**config.mk**
```make
export PLATFORM = sky130hd
export DESIGN_NAME = bus_terminal_fifo
export DESIGN_NICKNAME = d
export VERILOG_FILES = /design/src/rtl/bus_terminal_fifo.sv
export SDC_FILE = /design/constraint.sdc
export NUM_CORES = 1
export LEC_CHECK = 0
export ABC_CLOCK_PERIOD_IN_PS = 2700
export CAP_MARGIN = 20
export CORE_MARGIN = 3
export CORE_UTILIZATION = 53
export DETAILED_ROUTE_END_ITERATION = 10
export GPL_TIMING_DRIVEN = 0
export PLACE_DENSITY = 0.76
export SYNTH_ARGS = -nofsm -noshare
export SYNTH_HDL_FRONTEND = slang
export SYNTH_SLANG_ARGS = --single-unit
```
**constraint.sdc**
```tcl
create_clock -name clk -period 2.7 [get_ports clk]
set_input_delay 0.81 -clock clk [delete_from_list [all_inputs] [get_ports clk]]
set_output_delay 0.81 -clock clk [all_outputs]
set_load 0.01 [all_outputs]
```
**src/rtl/bus_terminal_fifo.sv**
```systemverilog
// Terminal-side TX/RX FIFO pair for the shared-bus generator/arbiter.
// Optional destination filtering on RX is enabled by defining ADDR_FILTER_EN.
module bus_terminal_fifo_core #(
   parameter int unsigned W     = 16,
   parameter int unsigned depth = 8
) (
   input  logic         clk,
   input  logic         reset,
   input  logic         wr,
   input  logic [W-1:0] din,
   input  logic         rd,
   output logic         full,
   output logic         ovf,
   output logic         vld,
   output logic [W-1:0] dout
);
   localparam int unsigned AW = $clog2(depth);

   logic [W-1:0]  mem [depth];
   logic [AW-1:0] wr_ptr, rd_ptr;
   logic [AW:0]   cnt, cnt_nxt;
   logic          wr_ok, rd_ok;

   // A read on an empty FIFO is ignored; a write when full is only
   // accepted if a read frees the slot in the same cycle.
   always_comb begin
      rd_ok   = rd & vld;
      wr_ok   = wr & (~full | rd_ok);
      cnt_nxt = cnt;
      case ({wr_ok, rd_ok})
         2'b10:   cnt_nxt = cnt + 1'b1;
         2'b01:   cnt_nxt = cnt - 1'b1;
         default: cnt_nxt = cnt;
      endcase
   end

   always_ff @(posedge clk) begin
      if (reset) begin
         wr_ptr <= '0;
         rd_ptr <= '0;
         cnt    <= '0;
         full   <= 1'b0;
         vld    <= 1'b0;
         ovf    <= 1'b0;
      end else begin
         if (wr_ok) wr_ptr <= wr_ptr + 1'b1;
         if (rd_ok) rd_ptr <= rd_ptr + 1'b1;
         cnt  <= cnt_nxt;
         vld  <= (cnt_nxt != '0);
         full <= (cnt_nxt == (AW+1)'(depth));
         ovf  <= wr & full & ~rd_ok;
      end
   end

   // Storage is deliberately not reset.
   always_ff @(posedge clk) begin
      if (!reset && wr_ok) mem[wr_ptr] <= din;
   end

   assign dout = vld ? mem[rd_ptr] : '0;
endmodule

module bus_terminal_fifo #(
   parameter int unsigned pckg_sz   = 16,
   parameter int unsigned depth     = 8,
   parameter logic [7:0]  drv_id    = 8'd0,
   parameter logic [7:0]  broadcast = 8'hFF
) (
   input  logic               clk,
   input  logic               reset,
   input  logic               tx_wr,
   input  logic [pckg_sz-1:0] tx_data,
   output logic               tx_full,
   output logic               tx_ovf,
   output logic               pndng,
   input  logic               pop,
   output logic [pckg_sz-1:0] D_pop,
   input  logic               push,
   input  logic [pckg_sz-1:0] D_push,
   input  logic               rx_rd,
   output logic [pckg_sz-1:0] rx_data,
   output logic               rx_vld,
`ifdef ADDR_FILTER_EN
   output logic [7:0]         drop_cnt,
`endif
   output logic               rx_ovf
);
   logic push_acc;
   logic rx_full_unused;

`ifdef ADDR_FILTER_EN
   logic [7:0] dst;
   logic       addr_ok;

   assign dst      = D_push[pckg_sz-1 -: 8];
   assign addr_ok  = (dst == drv_id) || (dst == broadcast);
   assign push_acc = push & addr_ok;

   // Filtered packets never reach the FIFO, so they cannot raise rx_ovf.
   always_ff @(posedge clk) begin
      if (reset)                                drop_cnt <= '0;
      else if (push && !addr_ok && drop_cnt != '1) drop_cnt <= drop_cnt + 1'b1;
   end
`else
   logic unused_cfg;
   assign unused_cfg = ^{drv_id, broadcast};
   assign push_acc   = push;
`endif

   bus_terminal_fifo_core #(.W(pckg_sz), .depth(depth)) u_tx (
      .clk   (clk),
      .reset (reset),
      .wr    (tx_wr),
      .din   (tx_data),
      .rd    (pop),
      .full  (tx_full),
      .ovf   (tx_ovf),
      .vld   (pndng),
      .dout  (D_pop)
   );

   bus_terminal_fifo_core #(.W(pckg_sz), .depth(depth)) u_rx (
      .clk   (clk),
      .reset (reset),
      .wr    (push_acc),
      .din   (D_push),
      .rd    (rx_rd),
      .full  (rx_full_unused),
      .ovf   (rx_ovf),
      .vld   (rx_vld),
      .dout  (rx_data)
   );
endmodule

```
==> results.md, run 1 <==
* Top cell type's share of synthesized area at 68.5%
* Initial antenna violation count at 0
* Cell Area, Placed at 0.0126 mm²
* GRT met1 Usage at between 20% and 30%
* Hold-fix buffers, CTS at 0
* Final max-slew violation count at 0
* GRT Max-Usage Layer: met2
* GRT overflow at 0
* Yosys warns at 0
* Worst-margin pin slew at around 0.61 ns
* Synthesis-to-layout area growth at 24.6%
* Avg Cell Area, Syn at 19.8 µm²
* CP Data Arrival Time at between 2 and 2.5 ns
* Highest Clock Rate at 328 MHz
* Period utilization at 113%
* I/O pin count at 75
* Layout cells sized above 1 at 32.6%
* Largest net degree at the start of global routing at 15
* Area occupied by multi-input gates at around 0.003 mm²
* Setup crit end kind: primary output
* Met2 Track Usage GR at 37.0%
* Overall die height at 151 µm
* CTS max path bufs at 3
* Post-DRT Antenna Nets at 0
* Max incr delay on CP at around 0.51 ns
* Rel. slew slack at 59.2%
* Routed Wire Length at 24.5 mm
* # H-tree levels at 1
* CP max-delay cell: mux4_2
* Failing checks: setup timing
* Hold crit path type: reg2reg
* CP required at 1.89 ns
* Final-layout fill cell count at 1254
* Top post-synthesis cells by area: edfxtp_1 69%, mux4_2 13%, dfxtp_1 5.7%
* Final Skew at 0.00948 ns
* Placement row count at 52
* Routability cong. at about 0.76
* Total GRT Usage at between 20% and 30%
* Via Count at 5896
* Hold Fails Final Rpt at 0
* Initial Utilization at roughly 55%
* Via density at 5.83
* # diodes at 0
* CP top delay family: multiplexers
* Post-synth cell types at 28
* Setup crit start kind: flop
* Root Buffer: clkbuf_16
* Largest area contributor in the netlist: edfxtp_1
* RSZ-0062 raised after global routing: yes
* Synth Net Count at 615
* CP Buf/Inv Count at 4
* Post-synthesis sequential area ratio at 74.2%
* # DRC at 0
* DIE WIDTH at approximately 150 µm
* Design Area, Final at between 0.01 and 0.015 mm²
* Initial DRC Count at between 400 and 500
* FF/Latch Area at 0.00833 mm²
* Clock period minus worst slack at 3.05 ns
* Final #Nets at around 770
* # port buffers at 74
* DP HPWL at 15.0 mm
* Most frequent CP cell: buf_12
* Mapped Cells at approximately 570
* Register bit count reported by yosys at around 290
* Clock-pin slew on the worst setup and hold paths at 0.06 ns
* Setup_tns at -6.97 ns
* # Max-Cap Violations at 0
* First-pass GRT wire length at roughly 37 mm
* Cell Area, Synth at 0.0112 mm²
* CTS tree: built
* Leak at 4.62 nW
* Worst setup margin at -0.350 ns
* Worst skew pair latency at 0.54 ns
* CP cell instances: buf_8 -> buf_12 -> buf_12 -> mux4_2 -> mux2i_1 -> nor2b_1 -> buf_2
* TritonRoute pass-1 iters at 4
* Vias in the first global route at 6188
* Peak supply drop at 0.000537 V
* GRT met3 Usage at 3.54%
* WL/cell at around 24 µm
* Worst-path maximum fanout at 6
* Final number of setup-violating endpoints at 32
* Power per cell area at approximately 780 mW/mm²
* Outcome: finished, violations left
* Core Area at 0.0205 mm²
* Clock Sinks at roughly 290
* Setup Crit Path Kind: reg2out
* Inserted Clock Buffers at 29
* Worst slack, placed at -0.716 ns
* DIE AREA at roughly 0.023 mm²
[registers in the layout (all words and copies together) (netlist names), 3 cells and up, named ones only]
register,flops
u_rx.cnt,4
u_tx.cnt,4
u_tx.rd_ptr,3
u_rx.mem,128
u_tx.mem,128
u_tx.wr_ptr,3
u_rx.rd_ptr,3
u_rx.wr_ptr,3
[stage by stage]
| stage | power, mW | util [%] | std cells | hold WS (ns) |
|---|---|---|---|---|
| finish | 10.8 | 68.2 | 1012 | 0.492 |
| global route | 11.2 | 68.2 | 1012 | 0.534 |
| CTS | 10.8 | 67.8 | 1008 | 0.495 |
| detailed placement | 6.81 | 61.5 | 927 | 0.487 |
| global placement | 6.71 | 60.1 | 911 | 0.474 |
| floorplan | 6.14 | - | 567 | 0.454 |
[synth_stat cells]
cell type and count:
a21oi_1 8, nor2b_1 34, nand2b_1 10, o32ai_2 2, xor2_1 12, mux4_2 64, clkbuf_1 3, nor2b_2 2
edfxtp_1 256, or3_1 2, buf_1 10, a31oi_1 4, nor3_1 4, ha_1 10, nand3_1 4, buf_4 6
dfxtp_1 32, and2b_1 2, nor2_1 30, and3b_1 4, xnor2_1 4, o22ai_1 2, mux2i_1 34, nor3b_1 2
inv_1 2, nand2_1 18, nor4bb_1 2, buf_2 4
[area by class of cell]
type,count,share of cell area [%]
well taps,270,2.42
clock inverters,12,0.806
flip-flops and latches,288,59.6
plain buffers,21,1.64
multi-input cells,254,21.0
clock buffers,40,5.70
repair buffers,125,8.80
inverters,2,0.0537
[worst register-to-register path: stages, from the launching register on]
cell	delay (ns)
dfxtp_1	0.63
nand2_2	0.15
nand2_2	0.13
buf_4	0.14
and3b_1	0.18
nand2b_1	0.24
nor2_2	0.55
buf_8	0.23
[path summary, 6_finish.rpt]
kind                                 end                   startpoint  slack [ns]  cells past startpoint
max reg2reg    u_rx.mem[6][13]$_DFFE_PP_          u_rx.vld$_SDFF_PP0_        0.16                      7
max                             D_pop[4]                         flop       -0.35                      7
min reg2reg  u_rx.rd_ptr[1]$_SDFFE_PP0P_  u_rx.rd_ptr[1]$_SDFFE_PP0P_        0.49                      2
min          u_rx.rd_ptr[1]$_SDFFE_PP0P_  u_rx.rd_ptr[1]$_SDFFE_PP0P_        0.49                      2
[timing repair]
action                     in CTS  in global routing
setup endpoints to repair      38                 47
gates cloned                    2                  0
pin swaps                       4                  4
gates resized for setup       188                 24
hold endpoints to repair        0                  0
buffers inserted               29                  6
[power by group]
part           internal [mW]  total (mW)  leakage (nW)  switching (mW)
clock network           2.24        3.82         0.437            1.58
registers               5.00        5.12          2.58           0.129
logic                   1.05        1.90          1.61           0.852
[per-layer routing]
metal	wire [µm]	vias up
li1	-	2577
met1	9670	3041
met2	12600	229
met3	1610	49
met4	626	0
met5	0	-
[cells in the final DEF, fill, tap and decap left out, types with 5 or more instances in the layout]
master and n:
edfxtp_1 256, mux4_2 64, clkdlybuf4s50_1 42, buf_2 33
nor2b_1 33, mux2i_1 30, dfxtp_1 29, clkbuf_16 29
buf_8 19, buf_4 18, nor2_1 18, buf_6 17
buf_12 12, xor2_1 12, nand2_1 12, nor2_2 10
nand2b_1 10, clkbuf_1 9, ha_1 8, a21oi_1 7
nand2_2 5, clkinv_1 5
[kinds of logic after synthesis]
logic type                 after synthesis  synth area share (%)
buffers and inverters                   25                  1.08
xor gates and xnor gates                16                  1.25
muxes                                   98                  15.9
DFF                                    288                  74.2
and+or+nand+nor                        114                  5.44
AOI/OAI and AO/OA                       16                 0.982
adders and majority gates               10                  1.12
No activity file was read; power rests on OpenSTA's default activity.
==> run 2, diff against run 1 <==
Settings changed: CORE_UTILIZATION 53 to 55, DONT_BUFFER_PORTS set to 1, PLACE_DENSITY 0.76 to unset, PLACE_DENSITY_LB_ADDON set to 0.12, SETUP_SLACK_MARGIN set to 0.3.
==> results.md, run 2 (synthesized netlist as in run 1, its figures left out) <==
* Placement row count at 51
* GRT overflow at 0
* CTS max path bufs at 3
* Final-layout fill cell count at around 1300
* Clock Sinks at 288
* Routed met3 length at 1.38 mm
* Placed cells at ~850
* Top sig layer: met4
* DP HPWL at 14.3 mm
* Setup crit end kind: primary output
* Initial DRC Count at 430
* Routed Wire Length at 22.0 mm
* Root Buffer: clkbuf_16
* Cell Area, Placed at 0.0119 mm²
* Routed length on met1 at 9.72 mm
* Setup_tns at -1.99 ns
* # H-tree levels at 1
* Outcome: finished, violations left
* Clock-pin slew on the worst setup and hold paths at about 0.060 ns
* # port buffers at 0
* Initial Utilization at 56.9%
* Top Registers: u_rx.mem (128), u_tx.mem (128)
* Worst-margin pin slew at 0.672 ns
* Inserted Clock Buffers at 28
* Final #Nets at 670
* WL/cell at roughly 24 µm
* Final Skew at 0.0114 ns
* RR Endpoint: u_tx.full$_SDFF_PP0_
* Hold Fails Final Rpt at 0
* CTS tree: built
* Worst setup margin at -0.125 ns
* Layout cells sized above 1 at between 20% and 30%
* Design Area, Final at 0.0131 mm²
* Power per cell area at 778 mW/mm²
* Final max-slew violation count at 0
* Core Area at 0.0197 mm²
* Commonest non-fill, non-tap cell in the layout: edfxtp_1
* Period utilization at 105%
* # diodes at 0
* Overall die height at 149 µm
* Setup Crit Path Kind: reg2out
* # Max-Cap Violations at 0
* Most frequent cells in the layout: 256 x edfxtp_1, 64 x mux4_2, 30 x mux2i_1, 30 x clkbuf_16, 28 x dfxtp_1
* DIE AREA at 0.0221 mm²
* Hold crit path type: in2reg
* Vias in the first global route at 5654
* Hold path start: D_push[5]
* Total GRT Usage at 20.5%
* I/O pin count at between 70 and 80
* Synthesis-to-layout area growth at 17.1%
* Setup crit start kind: flop
* Initial antenna violation count at 0
* Post-DRT Antenna Nets at 0
* Failing checks: setup timing
* Via density at between 5 and 6
* # DRC at 0
* CP required at 1.89 ns
* Rel. slew slack at 55.0%
* DIE WIDTH at 149 µm
* Highest Clock Rate at 354 MHz
* Met2 Wirelength at roughly 10 mm
* Worst skew pair latency at 0.53 ns
* Leak at 4.16 nW
* End point of the critical path: rx_data[9]
* Worst-path maximum fanout at 6
* Reg2reg start: u_tx.vld$_SDFF_PP0_
* R2R Setup Slk at 0.46 ns
* CP Data Arrival Time at 2.01 ns
* Total power at 10.2 mW
* TritonRoute pass-1 iters at 5
* Final non-filler cell total at 908
* Final number of setup-violating endpoints at 30
* Largest net degree at the start of global routing at 15
* Worst R2R Path Depth at 11
* Peak supply drop at roughly 0.00054 V
* Clock period minus worst slack at 2.82 ns
* RSZ-0062 raised after global routing: yes
* Routability cong. at 0.743
* Via Count at 5359
* First-pass GRT wire length at 33.8 mm
==> run 2: timing repair <==
item                       4_1_cts  5_1_grt
buffers inserted                 5        0
gates resized for setup         61        7
setup endpoints to repair      117       49
hold buffers                     0        0
pin swaps                        0        1
cloned                           3        1
==> run 2: metal layers <==
| metal | vias to the layer above | track usage (%) |
|---|---|---|
| li1 | 2366 | - |
| met1 | 2811 | 30.3 |
| met2 | 145 | 31.9 |
| met3 | 37 | 4.16 |
| met4 | 0 | 5.45 |
| met5 | - | 0 |
==> run 2: area by class of cell <==
cell class                 instances  area (µm²)  share of cell area (%)
sequential                       288        8340                    63.5
multi-input combinational        254        2960                    22.5
clock buffer                      41         801                    6.10
timing repair buffer              25         412                    3.13
tap                              265         332                    2.53
buffer                            23         244                    1.86
clock inverter                    10        42.5                   0.324
inverter                           2        7.51                  0.0572
==> run 2: worst min path at each step <==
stage                                        endpoint  cells after the start  slack (ns)
after detailed placement  u_rx.rd_ptr[1]$_SDFFE_PP0P_                      2        0.48
after CTS                    u_rx.mem[7][5]$_DFFE_PP_                      0        0.34
after global routing         u_rx.mem[3][0]$_DFFE_PP_                      0        0.35
after global placement    u_tx.rd_ptr[1]$_SDFFE_PP0P_                      2        0.47
final                        u_rx.mem[7][5]$_DFFE_PP_                      0        0.37
after floorplan                                  flop                      2        0.45
==> run 2: critical path, cell delays in order, from the launching register on <==
cell     delay, ns
dfxtp_2       0.33
buf_8         0.15
buf_12        0.12
buf_16        0.12
mux4_2        0.49
mux2i_1       0.18
nor2b_2       0.10
==> run 2: power breakdown <==
| part | internal, mW | leakage (nW) | switching (mW) | total [mW] |
|---|---|---|---|---|
| logic | 0.808 | 1.17 | 0.715 | 1.52 |
| registers | 5.00 | 2.58 | 0.129 | 5.13 |
| clock network | 2.04 | 0.415 | 1.52 | 3.56 |
==> run 2: metrics by stage <==
stage / utilization, % / hold WS, ns / worst slack, ns
2_1_floorplan: - / 0.454 / 0.307
5_1_grt: 66.6 / 0.346 / -0.192
4_1_cts: 66.3 / 0.344 / -0.139
3_5_place_dp: 60.4 / 0.480 / 0.0302
6_report: 66.6 / 0.366 / -0.125
3_3_place_gp: 59.0 / 0.471 / -0.498
==> run 3, diff against run 2 <==
Settings changed: CORE_ASPECT_RATIO set to 0.7, GPL_TIMING_DRIVEN 0 to unset, SKIP_LAST_GASP set to 1.
==> results.md, run 3 (synthesized netlist as in run 1, its figures left out) <==
* Outcome: finished, violations left
* Failing checks: setup timing
* Overall die height at roughly 130 µm
* Largest net degree at the start of global routing at 33
* Initial DRC Count at 427
* Rel. slew slack at 74.2%
* Setup Crit Path Kind: reg2out
* WL/cell at 23.9 µm
* Final max-slew violation count at 0
* Routability cong. at 0.748
* Hold crit path type: in2reg
* Clock Sinks at 288
* Core Area at 0.0199 mm²
* Initial antenna violation count at 0
* Routed Wire Length at 21.7 mm
* Layout cells sized above 1 at 27.4%
* CP Buf/Inv Count at 3
* Synthesis-to-layout area growth at 15.6%
* CTS tree: built
* Clock-pin slew on the worst setup and hold paths at 0.06 ns
* Period utilization at 105%
* # DRC at 0
* # Max-Cap Violations at 0
* Worst-margin pin slew at 0.387 ns
* Placement row count at 43
* Worst R2R Path Depth at 11
* Clock period minus worst slack at 2.83 ns
* Commonest non-fill, non-tap cell in the layout: edfxtp_1
* CP Data Arrival Time at 2.02 ns
* Highest Clock Rate at 353 MHz
* GRT overflow at 0
* Reg2reg start: u_rx.vld$_SDFF_PP0_
* Via Count at 5306
* DP HPWL at 12.2 mm
* CP cell instances: buf_12 -> buf_16 -> mux4_2 -> mux2i_1 -> nor2b_1 -> buf_4
* Leak at 4.15 nW
* RSZ-0062 raised after global routing: yes
* Hold Fails Final Rpt at 0
* First-pass GRT wire length at between 30 and 40 mm
* Root Buffer: clkbuf_16
* Max incr delay on CP at 0.50 ns
* Hold Path Stages at 1
* TritonRoute pass-1 iters at 5
* CP max-delay cell: mux4_2
* Final #Nets at 667
* Setup crit end kind: primary output
* Worst-path maximum fanout at 8
* CP top delay family: multiplexers
* Via density at 5.84
* Design Area, Final at 0.0130 mm²
* Hold path start: reset
* Hold Worst Slack at 0.344 ns
* # H-tree levels at 1
* # port buffers at 0
* CP required at 1.89 ns
* CTS max path bufs at 3
* Vias in the first global route at ~5700
* Worst setup margin at -0.134 ns
* I/O pin count at 75
* Final Skew at around 0.01 ns
* Post-DRT Antenna Nets at 0
* Initial Utilization at roughly 56%
* R2R Setup Slk at 0.57 ns
* Setup crit start kind: flop
* DIE WIDTH at 177 µm
* DIE AREA at 0.0222 mm²
* Worst skew pair latency at 0.53 ns
* Power per cell area at 791 mW/mm²
* Inserted Clock Buffers at 27
* Most frequent cells in the layout: 256 x edfxtp_1, 64 x mux4_2, 31 x mux2i_1, 31 x nor2b_1
* Top Registers: u_rx.mem (128), u_tx.mem (128)
* Final number of setup-violating endpoints at 32
* RR Endpoint: u_rx.full$_SDFF_PP0_
* Cell Area, Placed at 0.0119 mm²
* Util after Layout at about two thirds
* Peak supply drop at between 0.0006 and 0.0007 V
* Total GRT Usage at 20.2%
* WHS Endpoint: u_tx.vld$_SDFF_PP0_
-- run 3: cell types whose count changed in the layout (fill, tap and decap cells not counted), moves of 12 or more --
cell    delta
buf_4     +21
buf_8     -14
nor2_1    +12
nor2_2    -12
-- run 3: per-layer routing --
layer  vias to the layer above  global-route usage, %  share of wire [%]
met5                         -                      0                  0
met4                         0                   3.92                1.6
met3                        28                   4.34                6.4
met2                       153                   31.0                 46
met1                      2760                   30.7                 46
li1                       2365                      -                  -
-- run 3: timing repair --
action / 4_1_cts / 5_1_grt
setup buffers: 3 / 0
setup endpoints to repair: 32 / 32
cloned: 5 / 0
hold buffers: 0 / 0
resized for setup: 8 / 6
endpoints found under the hold margin: 0 / 0
pin swaps: 0 / 0
-- run 3: final cells by class --
cell class | count | area (µm²)
clock inverters | 15 | 150
inverters | 2 | 7.51
flip-flops and latches | 288 | 8340
fillers | 1354 | 6940
repair buffers | 46 | 574
clock buffers | 33 | 698
diodes | 1 | 2.50
multi-input cells | 254 | 2860
well taps | 270 | 338
-- run 3: through the flow --
stage	worst slack, ns	power (mW)	cells	setup TNS (ns)
5_1_grt	-0.228	10.7	908	-5.49
3_3_place_gp	0.264	6.49	852	0
4_1_cts	-0.177	10.4	908	-4.03
3_5_place_dp	0.125	6.53	852	0
2_1_floorplan	0.307	6.17	567	0
6_report	-0.134	10.3	909	-2.73
-- run 3: worst max path at each step --
stage,end,slack [ns],depth (start not counted),from
6_report,rx_data[15],-0.13,6,flop
5_1_grt,rx_data[15],-0.23,6,flop
4_1_cts,rx_data[15],-0.18,6,flop
3_5_place_dp,u_tx.full$_SDFF_PP0_,0.12,11,pop
3_3_place_gp,u_tx.full$_SDFF_PP0_,0.26,11,pop
2_1_floorplan,u_tx.mem[2][0]$_DFFE_PP_,0.31,5,pop
-- run 3: where the power goes --
part           internal [mW]  switching [mW]
Combinational          0.787           0.719
Clock                   2.12            1.54
Sequential              5.00           0.102
